==> src/rtl/param_priority_arbiter.sv <==
// N-channel arbiter with runtime fixed-priority / round-robin policy and
// bounded grant hold. Grant, grant_id and grant_valid are all registered.
module param_priority_arbiter #(
  parameter int N        = 4,
  parameter int MAX_HOLD = 4,
  parameter int IDW      = $clog2(N)
) (
  input  logic           clk,
  input  logic           rst,
  input  logic           mode,
  input  logic [N-1:0]   req,
  output logic [N-1:0]   grant,
  output logic [IDW-1:0] grant_id,
  output logic           grant_valid
);

  localparam int HW       = (MAX_HOLD < 1) ? 1 : $clog2(MAX_HOLD + 1);
  // With unlimited hold the counter only needs to show "holding"
  localparam int HOLD_SAT = (MAX_HOLD == 0) ? 1 : MAX_HOLD;

  logic [N-1:0]   grant_q;
  logic [IDW-1:0] grant_id_q;
  logic [IDW-1:0] last_q;
  logic [HW-1:0]  hold_cnt_q;

  logic           holder_req;
  logic           others;
  logic           expired;
  logic           keep;
  logic [N-1:0]   cand;
  logic [IDW-1:0] fixed_win;
  logic [IDW-1:0] rr_win;
  logic           rr_found;
  logic [IDW-1:0] rr_idx;
  logic [IDW-1:0] winner;

  always_comb begin
    holder_req = |(grant_q & req);
    others     = |(req & ~grant_q);
    expired    = (MAX_HOLD != 0) && (hold_cnt_q == HW'(HOLD_SAT));
    keep       = holder_req && (!expired || !others);
    cand       = (expired && others) ? (req & ~grant_q) : req;

    fixed_win = '0;
    for (int i = 0; i < N; i++) begin
      if (cand[i]) fixed_win = IDW'(i);
    end

    // Round-robin search starts just after the most recent winner and wraps
    rr_win   = '0;
    rr_found = 1'b0;
    rr_idx   = '0;
    for (int k = 0; k < N; k++) begin
      rr_idx = IDW'((int'(last_q) + 1 + k) % N);
      if (!rr_found && cand[rr_idx]) begin
        rr_found = 1'b1;
        rr_win   = rr_idx;
      end
    end

    winner = mode ? rr_win : fixed_win;
  end

  always_ff @(posedge clk) begin
    if (rst) begin
      grant_q    <= '0;
      grant_id_q <= '0;
      last_q     <= IDW'(N - 1);
      hold_cnt_q <= '0;
    end else if (keep) begin
      if (hold_cnt_q != HW'(HOLD_SAT)) hold_cnt_q <= hold_cnt_q + HW'(1);
    end else if (|req) begin
      grant_q    <= {{(N-1){1'b0}}, 1'b1} << winner;
      grant_id_q <= winner;
      last_q     <= winner;
      hold_cnt_q <= HW'(1);
    end else begin
      grant_q    <= '0;
      hold_cnt_q <= '0;
    end
  end

  assign grant       = grant_q;
  assign grant_id    = grant_id_q;
  assign grant_valid = |grant_q;

endmodule

==> config.mk <==
export PLATFORM = sky130hd
export DESIGN_NAME = param_priority_arbiter
export DESIGN_NICKNAME = d
export VERILOG_FILES = /design/src/rtl/param_priority_arbiter.sv
export SDC_FILE = /design/constraint.sdc
export NUM_CORES = 1
export LEC_CHECK = 0
export BUFFER_PORTS_ARGS = -buffer_cell sky130_fd_sc_hd__buf_2
export CAP_MARGIN = 20
export CELL_PAD_IN_SITES_DETAIL_PLACEMENT = 0
export CELL_PAD_IN_SITES_GLOBAL_PLACEMENT = 2
export CORE_AREA = 2 2 53 55
export CTS_CLUSTER_DIAMETER = 100
export DETAILED_ROUTE_END_ITERATION = 10
export DIE_AREA = 0 0 55 57
export GPL_ROUTABILITY_DRIVEN = 0
export PLACE_DENSITY_LB_ADDON = 0.3
export SLEW_MARGIN = 0
export SYNTH_ARGS = -nofsm -noshare
export SYNTH_HDL_FRONTEND = slang
export SYNTH_SLANG_ARGS = --single-unit
==> constraint.sdc <==
create_clock -name clk -period 4.7 [get_ports clk]
set_input_delay 0 -clock clk [delete_from_list [all_inputs] [get_ports clk]]
set_output_delay 0 -clock clk [all_outputs]
set_load 0.05 [all_outputs]
==> results of run 1 <==
kinds of logic after synthesis:
group | count (synthesis)
simple gates | 46
compound gates | 32
flops | 11
buf+inv | 7
fa+ha+maj | 2
xor+xnor | 1
state kept, by name (all words and copies together) (netlist names):
name,count
hold_cnt_q,3
last_q,2
grant_id,2
grant,4
through the flow:
stage,setup WS (ns),utilization
floorplan,2.458,-
global placement,2.375,0.3388
detailed placement,2.374,0.3388
CTS,2.334,0.3488
global route,2.119,0.3488
finish,2.349,0.3488
routing by layer:
layer / wire length, um / track usage / vias to the layer above / share of wire
met5: 0 / 0 / - / 0
met4: 19 / 0.05226 / 0 / 0.010
met3: 100 / 0.01832 / 2 / 0.053
met2: 810 / 0.1990 / 22 / 0.43
met1: 958 / 0.2026 / 344 / 0.51
li1: - / - / 398 / -
worst max path at each step:
stage                     cells after the start  slack, ns  endpoint           from
final                                         9       2.35  grant[0]  hold_cnt_q[0]
after global routing                          9       2.12  grant[3]  hold_cnt_q[0]
after CTS                                     9       2.33  grant[3]  hold_cnt_q[0]
after detailed placement                      9       2.37  grant[0]  hold_cnt_q[0]
after global placement                        9       2.37  grant[0]  hold_cnt_q[0]
after floorplan                               7       2.46  grant[0]       grant[2]
worst max-delay path: stages, from the launching register on:
cell,delay (ns)
sky130_fd_sc_hd__dfxtp_1,0.34
sky130_fd_sc_hd__inv_1,0.07
sky130_fd_sc_hd__ha_1,0.17
sky130_fd_sc_hd__and2_1,0.33
sky130_fd_sc_hd__o311ai_2,0.22
sky130_fd_sc_hd__and3b_1,0.25
sky130_fd_sc_hd__a311oi_2,0.27
sky130_fd_sc_hd__o32ai_2,0.16
sky130_fd_sc_hd__or2_1,0.26
sky130_fd_sc_hd__a211oi_1,0.20
layout by cell type (no fill, tap or decap), types with 2 or more instances in the layout:
cell type / netlist / layout
sky130_fd_sc_hd__clkbuf_4: 1 / 3
sky130_fd_sc_hd__nor3_1: 2 / 2
sky130_fd_sc_hd__nor2b_2: 2 / 2
sky130_fd_sc_hd__o311ai_2: 2 / 2
sky130_fd_sc_hd__nand2_1: 16 / 16
sky130_fd_sc_hd__a21oi_1: 8 / 8
sky130_fd_sc_hd__o311ai_1: 2 / 2
sky130_fd_sc_hd__ha_1: 2 / 2
sky130_fd_sc_hd__o31ai_1: 4 / 4
sky130_fd_sc_hd__nor2_1: 8 / 8
sky130_fd_sc_hd__dfxtp_1: 11 / 11
sky130_fd_sc_hd__a211oi_1: 2 / 2
sky130_fd_sc_hd__nor4_1: 2 / 2
sky130_fd_sc_hd__or2_1: 3 / 3
sky130_fd_sc_hd__nor2b_1: 2 / 2
sky130_fd_sc_hd__inv_1: 4 / 4
sky130_fd_sc_hd__nor2b_4: 2 / 2
sky130_fd_sc_hd__buf_2: 1 / 13
sky130_fd_sc_hd__o211ai_1: 3 / 3
sky130_fd_sc_hd__a22oi_1: 4 / 4
where the power goes:
part	internal [uW]	leakage [uW]	switching (uW)	total, uW
registers	106	0.0000907	17.5	124
logic	43.6	0.000270	89.0	133
clock network	32.8	0.0000150	32.8	65.6
total	183	0.000376	139	322
layout make-up:
| class | instances | area, um^2 | share of cell area |
|---|---|---|---|
| repair buffers | 13 | 65.06 | 0.07133 |
| well taps | 31 | 38.79 | 0.04252 |
| clock buffers | 4 | 26.28 | 0.02881 |
| multi-input cells | 81 | 546.8 | 0.5995 |
| inverters | 4 | 15.01 | 0.01646 |
| flip-flops and latches | 11 | 220.2 | 0.2414 |
==> impl_metrics.csv, run 1 <==
group,metric,value,unit
run_status,run_status,"completed",
synth,synthDistinctLibCells,38,
synth,synthMuxAreaShare,0,
placement,numPortBuffers,13,
critical_path,r2r.worst_path.cells,9,
hold_path,timing.hold.worst_endpoint,"grant[2]",
floorplanning,die_area,3135,um^2
detailed_routing,detail_route.vias_per_cell,5.319,
floorplanning,io_pins,14,
final_layout,fin_cells,144,
detailed_routing,wl_per_cell,13.11,um
critical_path,critical_path_startpoint_category,"register",
synth,async_reset_ff_frac,0,
sta,setup_tns,0,ns
global_routing,gr-usage-all-layers,0.1368,
final_layout,layout.cell_area.non_filler,912.1,um^2
final_layout,areaGrowthSynthToFinish,14.26,%
floorplanning,die_height,57,um
hold_path,path_category_of_the_worst_min_delay_check,"primary input to register",
synth,syn-num-nets,108,
job,max_cap_viol_count,0,
detailed_routing,remaining_drc_errors,0,
synth,synth-warning-count,0,
synth,synth-adder-area-share,0.03135,
global_routing,gr-total-overflow,0,
floorplanning,initial_utilization,0.3053,
detailed_routing,detail_route.first_pass.iterations,4,
synth,cells_taking_the_most_area_after_synthesis,"sky130_fd_sc_hd__dfxtp_1, sky130_fd_sc_hd__nand2_1, sky130_fd_sc_hd__a21oi_1",
cts,clk_lat_worst_skew,0.27,ns
hold_path,hold_path.startpoint,"rst",
critical_path,critical_path.reg2reg.endpoint,"grant[0]",
detailed_routing,route.vias.total,766,
cts,path_clk_slew,0.07,ns
synth,top_cell_types_by_occurrence_after_synthesis,"sky130_fd_sc_hd__nand2_1, sky130_fd_sc_hd__dfxtp_1, sky130_fd_sc_hd__a21oi_1, sky130_fd_sc_hd__nor2_1",
sta,grt_setup_unrepaired,"false",
cts,cts_htree_levels,1,
cts,clock_tree.buffer_depth,2,
sta,slew_headroom,0.6570,
placement,place.detailed.hpwl,1465,um
critical_path,path_max_fanout,8,
cts,post_cts_resized,0,
synth,synth.cell_area,798.3,um^2
power,vdd.ir_drop.worst,198.0,uV
detailed_routing,drt_first_iter_violations,24,
floorplanning,num_rows,19,
final_layout,antennaDiodeCount,0,
power,power_density_over_cell_area,353.0,nW/um^2
critical_path,setup.worst_path.class,"register to register",
synth,synth-seq-cells,11,
global_routing,antenna_found_initial,0,
sta,final-hold-violation-count,0,
sta,setup_viol,0,
floorplanning,coreArea,2615,um^2
synth,synth.avg_cell_area,8.063,um^2
cts,ctsHoldBuffers,0,
synth,synth-compound-area-share,0.3260,
synth,simple_gate_share_of_the_synthesized_area,0.3166,
sta,final_period_minus_worst_setup_slack,2.351,ns
synth,number_of_enable_type_register_cells_in_the_synthesized_netlist,0,
final_layout,layout_cells_sized_above_1,0.2301,
global_routing,first_global_vias,742,
final_layout,final.fill_count,292,
sta,post-route-period-util,0.5001,
critical_path,crit_path_end_kind,"register",
critical_path,reg2reg_slack,2.35,ns
critical_path,worst-endpoint-required,4.89,ns
sta,holdWs,0.02634,ns
synth,postSynth.topFlopCell,"sky130_fd_sc_hd__dfxtp_1",
synth,syn-instance-count,99,
synth,yosys.cell_count.top_type,"sky130_fd_sc_hd__nand2_1",
cts,cts_num_sinks,11,
cts,cts_tree,"done",
detailed_routing,antenna_left,0,
critical_path,crit_arrival,2.54,ns
floorplanning,chipWidth,55,um
power,p_leak,0.0003755,uW
sta,finalClockSkew,0.004023,ns
synth,synth_top_family_by_area,"compound AO/OA/AOI/OAI gates",
critical_path,rr_startpoint,"hold_cnt_q[0]",
synth,seq_total_area_yosys,0.2759,
synth,synthesized_area_fraction_occupied_by_xor_and_xnor_cells,0.01097,
cts,cts_setup_buffers,0,
sta,maxSlewViolCount,0,
global_routing,grt_start_max_net_pins,12,
placement,dp_cells,140,
cts,clock-root-buffer,"sky130_fd_sc_hd__clkbuf_4",
sta,timing.fmax,425.4,MHz
sta,worst_pin_slew,0.5144,ns
synth,yosysTopAreaCell,"sky130_fd_sc_hd__dfxtp_1",
power,total_power,322.0,uW
synth,synth_largest_type_area_fraction,0.2759,
global_routing,grt_first_pass_wirelength,3222,um
placement,dpl_cell_area,885.9,um^2
cts,tritoncts.num_buffers,3,
final_layout,final_net_count,123,
hold_path,hold_path_depth,2,
detailed_routing,drt-total-wl,1888,um
Note: power is estimated with default switching activity, not from simulation.
==> run 2, diff against run 1 <==
Settings changed: ABC_AREA set to 1, CORE_AREA 2 2 53 55 to 2 2 64 66, DIE_AREA 0 0 55 57 to 0 0 66 68.
Clock period 4.7 ns to 2.15 ns, I/O delays scaled along.
==> impl_metrics.csv, run 2 <==
group,metric,value,unit
synth,syn-num-nets,164,
floorplanning,die_height,68,um
critical_path,reg2reg_slack,0.17,ns
critical_path,worst-endpoint-required,2.33,ns
global_routing,antenna_found_initial,0,
cts,cts_htree_levels,1,
hold_path,hold_path.startpoint,"mode",
critical_path,crit_arrival,2.16,ns
sta,timing.fmax,503.9,MHz
final_layout,layout.cells.most_common,"sky130_fd_sc_hd__nand2_1",
cts,tritoncts.num_buffers,3,
synth,syn-instance-count,155,
cts,cts_tree,"done",
synth,top_cell_types_by_occurrence_after_synthesis,"sky130_fd_sc_hd__nand2_1, sky130_fd_sc_hd__nand3_1, sky130_fd_sc_hd__inv_1",
power,p_leak,0.0006577,uW
sta,final-hold-violation-count,0,
synth,synthDistinctLibCells,25,
final_layout,multi_input_comb_area,693.2,um^2
power,total_power,1927,uW
synth,synth.avg_cell_area,6.272,um^2
hold_path,timing.hold.worst_endpoint,"grant[2]",
critical_path,critical-path-max-stage-delay,0.35,ns
final_layout,sequential_cell_area,226.5,um^2
synth,synth-seq-cells,11,
synth,async_reset_ff_frac,0,
final_layout,areaGrowthSynthToFinish,31.02,%
critical_path,r2r.worst_path.cells,16,
sta,slew_headroom,0.7443,
sta,post-route-period-util,0.9230,
floorplanning,num_rows,23,
detailed_routing,wl_per_cell,11.72,um
detailed_routing,met2_wirelength,1381,um
placement,numPortBuffers,13,
sta,final.setup.worst_slack,0.1656,ns
critical_path,worstPathCellList,"inv_2 > nand2_4 > nand2_2 > o21ai_4 > nand2_2 > nand2_4 > nand2_4 > nand2_4 > o21ai_2 > nor2_2 > nand2_1 > nand2_1 > nand3_2 > nand2_2 > nand4_1 > nand2_1",
detailed_routing,antenna_left,0,
critical_path,critical_path_startpoint_category,"register",
synth,synth_largest_type_area_fraction,0.2265,
floorplanning,chipWidth,66,um
sta,worst_pin_slew,0.3800,ns
placement,detailedPlace.worstSlack,0.1282,ns
final_layout,antennaDiodeCount,0,
placement,place.detailed.hpwl,2283,um
detailed_routing,route.vias.total,1069,
final_layout,largest_register_ffs,4,
cts,cts_num_sinks,11,
detailed_routing,detail_route.first_pass.iterations,4,
floorplanning,initial_utilization,0.2521,
job,max_cap_viol_count,0,
floorplanning,coreArea,3856,um^2
cts,clock-root-buffer,"sky130_fd_sc_hd__clkbuf_8",
critical_path,setup.worst_path.class,"register to register",
synth,seq_total_area_yosys,0.2265,
detailed_routing,routed.top_layer,"met4",
detailed_routing,routed-wl-met3,67,um
power,vdd.ir_drop.worst,432.0,uV
detailed_routing,detail_route.vias_per_cell,4.608,
global_routing,gr-usage-all-layers,0.1291,
final_layout,layout_cells_sized_above_1,0.3791,
critical_path,crit_path_end_kind,"register",
synth,number_of_enable_type_register_cells_in_the_synthesized_netlist,0,
sta,finalClockSkew,0.003542,ns
run_status,run_status,"completed",
critical_path,critical_path.top_delay_family,"simple AND/OR/NAND/NOR gates",
synth,synth.cell_area,972.2,um^2
detailed_routing,drt-total-wl,2719,um
global_routing,gr-total-overflow,0,
sta,setup_viol,0,
cts,clock_tree.buffer_depth,2,
sta,final_period_minus_worst_setup_slack,1.984,ns
final_layout,final.fill_count,435,
critical_path,path_max_fanout,8,
synth,postSynth.topFlopCell,"sky130_fd_sc_hd__dfxtp_1",
sta,maxSlewViolCount,0,
cts,path_clk_slew,0.05,ns
hold_path,path_category_of_the_worst_min_delay_check,"primary input to register",
floorplanning,io_pins,14,
critical_path,rr_startpoint,"grant[2]",
critical_path,critical_path.reg2reg.endpoint,"grant[0]",
final_layout,final_net_count,192,
hold_path,hold_path_depth,4,
cts,clk_lat_worst_skew,0.23,ns
global_routing,first_global_vias,1014,
floorplanning,die_area,4488,um^2
synth,yosysTopAreaCell,"sky130_fd_sc_hd__dfxtp_1",
detailed_routing,drt_first_iter_violations,41,
critical_path,critPathMostFrequentCell,"sky130_fd_sc_hd__nand2_4",
final_layout,mostFrequentLayoutCells,"sky130_fd_sc_hd__nand2_1, sky130_fd_sc_hd__nand3_1, sky130_fd_sc_hd__inv_1",
power,power_density_over_cell_area,1513,nW/um^2
critical_path,critPathBufInv,1,
synth,synth-warning-count,0,
critical_path,cp_slowest_cell,"sky130_fd_sc_hd__dfxtp_2",
detailed_routing,routed_length_on_met1,1246,um
detailed_routing,remaining_drc_errors,0,
synth,yosys.cell_count.top_type,"sky130_fd_sc_hd__nand2_1",
global_routing,grt_first_pass_wirelength,4457,um
global_routing,grt_start_max_net_pins,9,
synth,cells_taking_the_most_area_after_synthesis,"sky130_fd_sc_hd__dfxtp_1, sky130_fd_sc_hd__nand2_1, sky130_fd_sc_hd__nand3_1",
[run 2: changes by cell type in the layout (fill, tap and decap cells not counted), sizes merged, moves of 6 or more]
cell	delta
nand2	+35
nand3	+30
inv	+20
buf	+10
o21ai	+9
nor2b	-6
[run 2: worst register-to-register path, stage by stage, from the launching register on]
cell and delay [ns]:
sky130_fd_sc_hd__dfxtp_2 0.35, sky130_fd_sc_hd__inv_2 0.07, sky130_fd_sc_hd__nand2_4 0.08, sky130_fd_sc_hd__nand2_2 0.07, sky130_fd_sc_hd__o21ai_4 0.28, sky130_fd_sc_hd__nand2_2 0.13
sky130_fd_sc_hd__nand2_4 0.11, sky130_fd_sc_hd__nand2_4 0.06, sky130_fd_sc_hd__nand2_4 0.08, sky130_fd_sc_hd__o21ai_2 0.06, sky130_fd_sc_hd__nor2_2 0.14, sky130_fd_sc_hd__nand2_1 0.06
sky130_fd_sc_hd__nand2_1 0.07, sky130_fd_sc_hd__nand3_2 0.09, sky130_fd_sc_hd__nand2_2 0.10, sky130_fd_sc_hd__nand4_1 0.10, sky130_fd_sc_hd__nand2_1 0.08
[run 2: report_power, final]
part           switching (uW)  internal, uW
clock network            74.4           130
registers                65.9           291
logic                     912           454
total                    1050           875
[run 2: cells by family after synthesis]
kind of cell	after synthesis	synth area share
xor+xnor	1	0.01674
simple gates	98	0.5148
flops	11	0.2265
fa+ha+maj	2	0.02574
buf+inv	26	0.1042
compound gates	17	0.1120
[run 2: worst max path at each step]
stage / startpoint / endpoint / slack (ns) / cells after the start
final: grant[2] / grant[0] / 0.17 / 16
after global routing: grant[2] / grant[0] / -0.02 / 16
after CTS: hold_cnt_q[0] / grant[0] / 0.11 / 18
after detailed placement: hold_cnt_q[0] / grant[0] / 0.13 / 18
after global placement: grant[2] / grant[0] / 0.10 / 17
after floorplan: grant[2] / grant[0] / 0.03 / 17
[run 2: final cells by class]
class                   instances  area share
well taps                      50     0.04912
multi-input cells             118      0.5442
inverters                      25     0.07564
repair buffers                 24      0.1179
flip-flops and latches         11      0.1778
clock buffers                   4     0.03536
[run 2: timing repair]
| action | in CTS | in global routing |
|---|---|---|
| resized for setup | 0 | 20 |
| endpoints found under the setup margin | 0 | 8 |
| hold buffers | 1 | 0 |
| hold endpoints to repair | 2 | 0 |
| setup buffers | 0 | 3 |
[run 2: per-layer routing]
metal | up-vias | track usage
li1 | 560 | -
met1 | 489 | 0.1554
met2 | 18 | 0.2336
met3 | 2 | 0.02796
met4 | 0 | 0.03316
met5 | - | 0
[run 2: stage by stage]
stage / instances / utilization / TNS, ns / hold slack, ns / cell area, um^2
after floorplan: 155 / - / 0 / 0.06907 / 972.2
after global placement: 224 / 0.2969 / 0 / 0.2272 / 1145
after detailed placement: 224 / 0.2969 / 0 / 0.2340 / 1145
after CTS: 229 / 0.3112 / 0 / 0.1933 / 1200
after global routing: 232 / 0.3303 / -0.01772 / 0.2198 / 1274
final: 232 / 0.3303 / 0 / 0.1839 / 1274
==> run 3, diff against run 2 <==
Settings changed: CAP_MARGIN 20 to unset, CTS_CLUSTER_DIAMETER 100 to 150, PLACE_DENSITY set to 0.71, PLACE_DENSITY_LB_ADDON 0.3 to unset.
==> impl_metrics.csv, run 3 (synthesis results as in run 2) <==
group,metric,value,unit
floorplanning,num_rows,23,
power,total_power,1872,uW
final_layout,layout.cells.most_common,"sky130_fd_sc_hd__nand2_1",
hold_path,path_category_of_the_worst_min_delay_check,"primary input to register",
sta,final_period_minus_worst_setup_slack,1.950,ns
floorplanning,chipWidth,66,um
sta,final-hold-violation-count,0,
critical_path,worst-endpoint-required,2.32,ns
global_routing,grt_start_max_net_pins,9,
final_layout,areaGrowthSynthToFinish,27.54,%
critical_path,rr_startpoint,"hold_cnt_q[0]",
critical_path,setup.worst_path.class,"register to register",
global_routing,grt_first_pass_wirelength,4098,um
floorplanning,die_height,68,um
detailed_routing,detail_route.vias_per_cell,4.550,
sta,slew_headroom,0.7443,
cts,cts_num_sinks,11,
power,cellInternalPower,833.3,uW
floorplanning,initial_utilization,0.2521,
sta,post-route-period-util,0.9069,
sta,grt_setup_unrepaired,"false",
floorplanning,die_area,4488,um^2
final_layout,multi_input_comb_area,684.4,um^2
power,p_leak,0.0006454,uW
sta,finalClockSkew,0.0005568,ns
floorplanning,coreArea,3856,um^2
cts,cts_htree_levels,1,
sta,setup_viol,0,
cts,path_clk_slew,0.05,ns
critical_path,critical_path.reg2reg.endpoint,"grant[1]",
final_layout,antennaDiodeCount,0,
hold_path,hold_path.startpoint,"mode",
final_layout,final_net_count,189,
job,max_cap_viol_count,0,
cts,clock-root-buffer,"sky130_fd_sc_hd__clkbuf_8",
critical_path,path_max_fanout,8,
power,power_switching_share,0.5549,
critical_path,crit_arrival,2.12,ns
global_routing,gr-usage-all-layers,0.1170,
placement,place.detailed.hpwl,2145,um
sta,timing.fmax,512.9,MHz
global_routing,first_global_vias,969,
final_layout,largest_register_ffs,4,
detailed_routing,remaining_drc_errors,0,
cts,cts_tree,"done",
power,power_density_over_cell_area,1510,nW/um^2
placement,numPortBuffers,13,
detailed_routing,wl_per_cell,11.36,um
final_layout,layout_cells_sized_above_1,0.3352,
hold_path,hold_path_depth,4,
detailed_routing,antenna_left,0,
sta,setup_tns,0,ns
cts,clk_lat_worst_skew,0.24,ns
final_layout,sequential_cell_area,224.0,um^2
critical_path,reg2reg_slack,0.20,ns
global_routing,antenna_found_initial,0,
power,p_seq_frac,0.186,
sta,maxSlewViolCount,0,
critical_path,r2r.worst_path.cells,16,
critical_path,critical_path_startpoint_category,"register",
final_layout,mostFrequentLayoutCells,"sky130_fd_sc_hd__nand2_1, sky130_fd_sc_hd__nand3_1, sky130_fd_sc_hd__inv_1",
detailed_routing,detail_route.first_pass.iterations,4,
hold_path,timing.hold.worst_endpoint,"grant[2]",
power,vdd.ir_drop.worst,388.1,uV
detailed_routing,route.vias.total,1042,
detailed_routing,drt-total-wl,2601,um
power,clkPwrFrac,0.112,
cts,clock_tree.buffer_depth,2,
power,power.switching,1039,uW
detailed_routing,drt_first_iter_violations,35,
final_layout,final.fill_count,446,
sta,worst_pin_slew,0.3817,ns
floorplanning,io_pins,14,
cts,tritoncts.num_buffers,3,
power,comb_power_share,0.702,
critical_path,crit_path_end_kind,"register",
global_routing,gr-total-overflow,0,
run_status,run_status,"completed",
## run 3: cell types whose count changed in the layout (fill, tap and decap cells not counted), sizes merged
cell | previous run | this run
buf | 23 | 20
## run 3: worst max-delay path, stage by stage, from the launching register on
cell and delay (ns):
sky130_fd_sc_hd__dfxtp_2 0.32, sky130_fd_sc_hd__inv_1 0.07, sky130_fd_sc_hd__ha_2 0.19, sky130_fd_sc_hd__nand2_2 0.08
sky130_fd_sc_hd__inv_4 0.09, sky130_fd_sc_hd__o21ai_4 0.10, sky130_fd_sc_hd__nand2_2 0.11, sky130_fd_sc_hd__nand2_4 0.08
sky130_fd_sc_hd__nand2_4 0.08, sky130_fd_sc_hd__nand2_4 0.06, sky130_fd_sc_hd__nand2_1 0.05, sky130_fd_sc_hd__nand2_1 0.07
sky130_fd_sc_hd__o21ai_1 0.14, sky130_fd_sc_hd__nand2_1 0.08, sky130_fd_sc_hd__nand3_2 0.09, sky130_fd_sc_hd__nand4_1 0.12
sky130_fd_sc_hd__o21ai_1 0.15
## run 3: power by group through the flow
stage | registers (uW) | clock network [uW] | logic, uW
2_1_floorplan | 500 | 0 | 817
3_3_place_gp | 349 | 0 | 1270
3_5_place_dp | 348 | 0 | 1280
4_1_cts | 344 | 213 | 1290
5_1_grt | 359 | 225 | 1440
6_report | 349 | 209 | 1310
## run 3: layer usage
layer	up-vias	track usage	part of all wire
met2	13	0.2033	0.48
met3	4	0.02796	0.028
met4	0	0.02806	0.0088
met1	473	0.1467	0.49
li1	552	-	-
met5	-	0	0
## run 3: layout make-up
class	count	share of cell area
timing repair buffer	21	0.1029
tap	50	0.05045
sequential	11	0.1806
clock buffer	4	0.03633
multi-input combinational	118	0.5520
inverter	25	0.07770
## run 3: through the flow
step / setup WS [ns] / cells / utilization / hold WS (ns) / area (um^2)
detailed placement: 0.1106 / 222 / 0.2930 / 0.2407 / 1130
global route: 0.001756 / 229 / 0.3215 / 0.2269 / 1240
global placement: 0.1375 / 222 / 0.2930 / 0.2399 / 1130
floorplan: 0.03376 / 155 / - / 0.06907 / 972.2
finish: 0.2001 / 229 / 0.3215 / 0.1776 / 1240
CTS: 0.08887 / 227 / 0.3073 / 0.1841 / 1185
## run 3: how the worst max path moves through the flow
stage | from | endpoint | cells past startpoint
finish | hold_cnt_q[0] | grant[1] | 16
global route | grant[2] | grant[1] | 16
CTS | hold_cnt_q[0] | grant[0] | 15
detailed placement | hold_cnt_q[0] | grant[0] | 15
global placement | hold_cnt_q[0] | grant[0] | 18
floorplan | grant[2] | grant[0] | 17
## run 3: repair_timing
item	CTS	global route
setup buffers	0	2
resized for setup	0	13
setup endpoints to repair	0	8
endpoints found under the hold margin	2	0
hold buffers	1	0
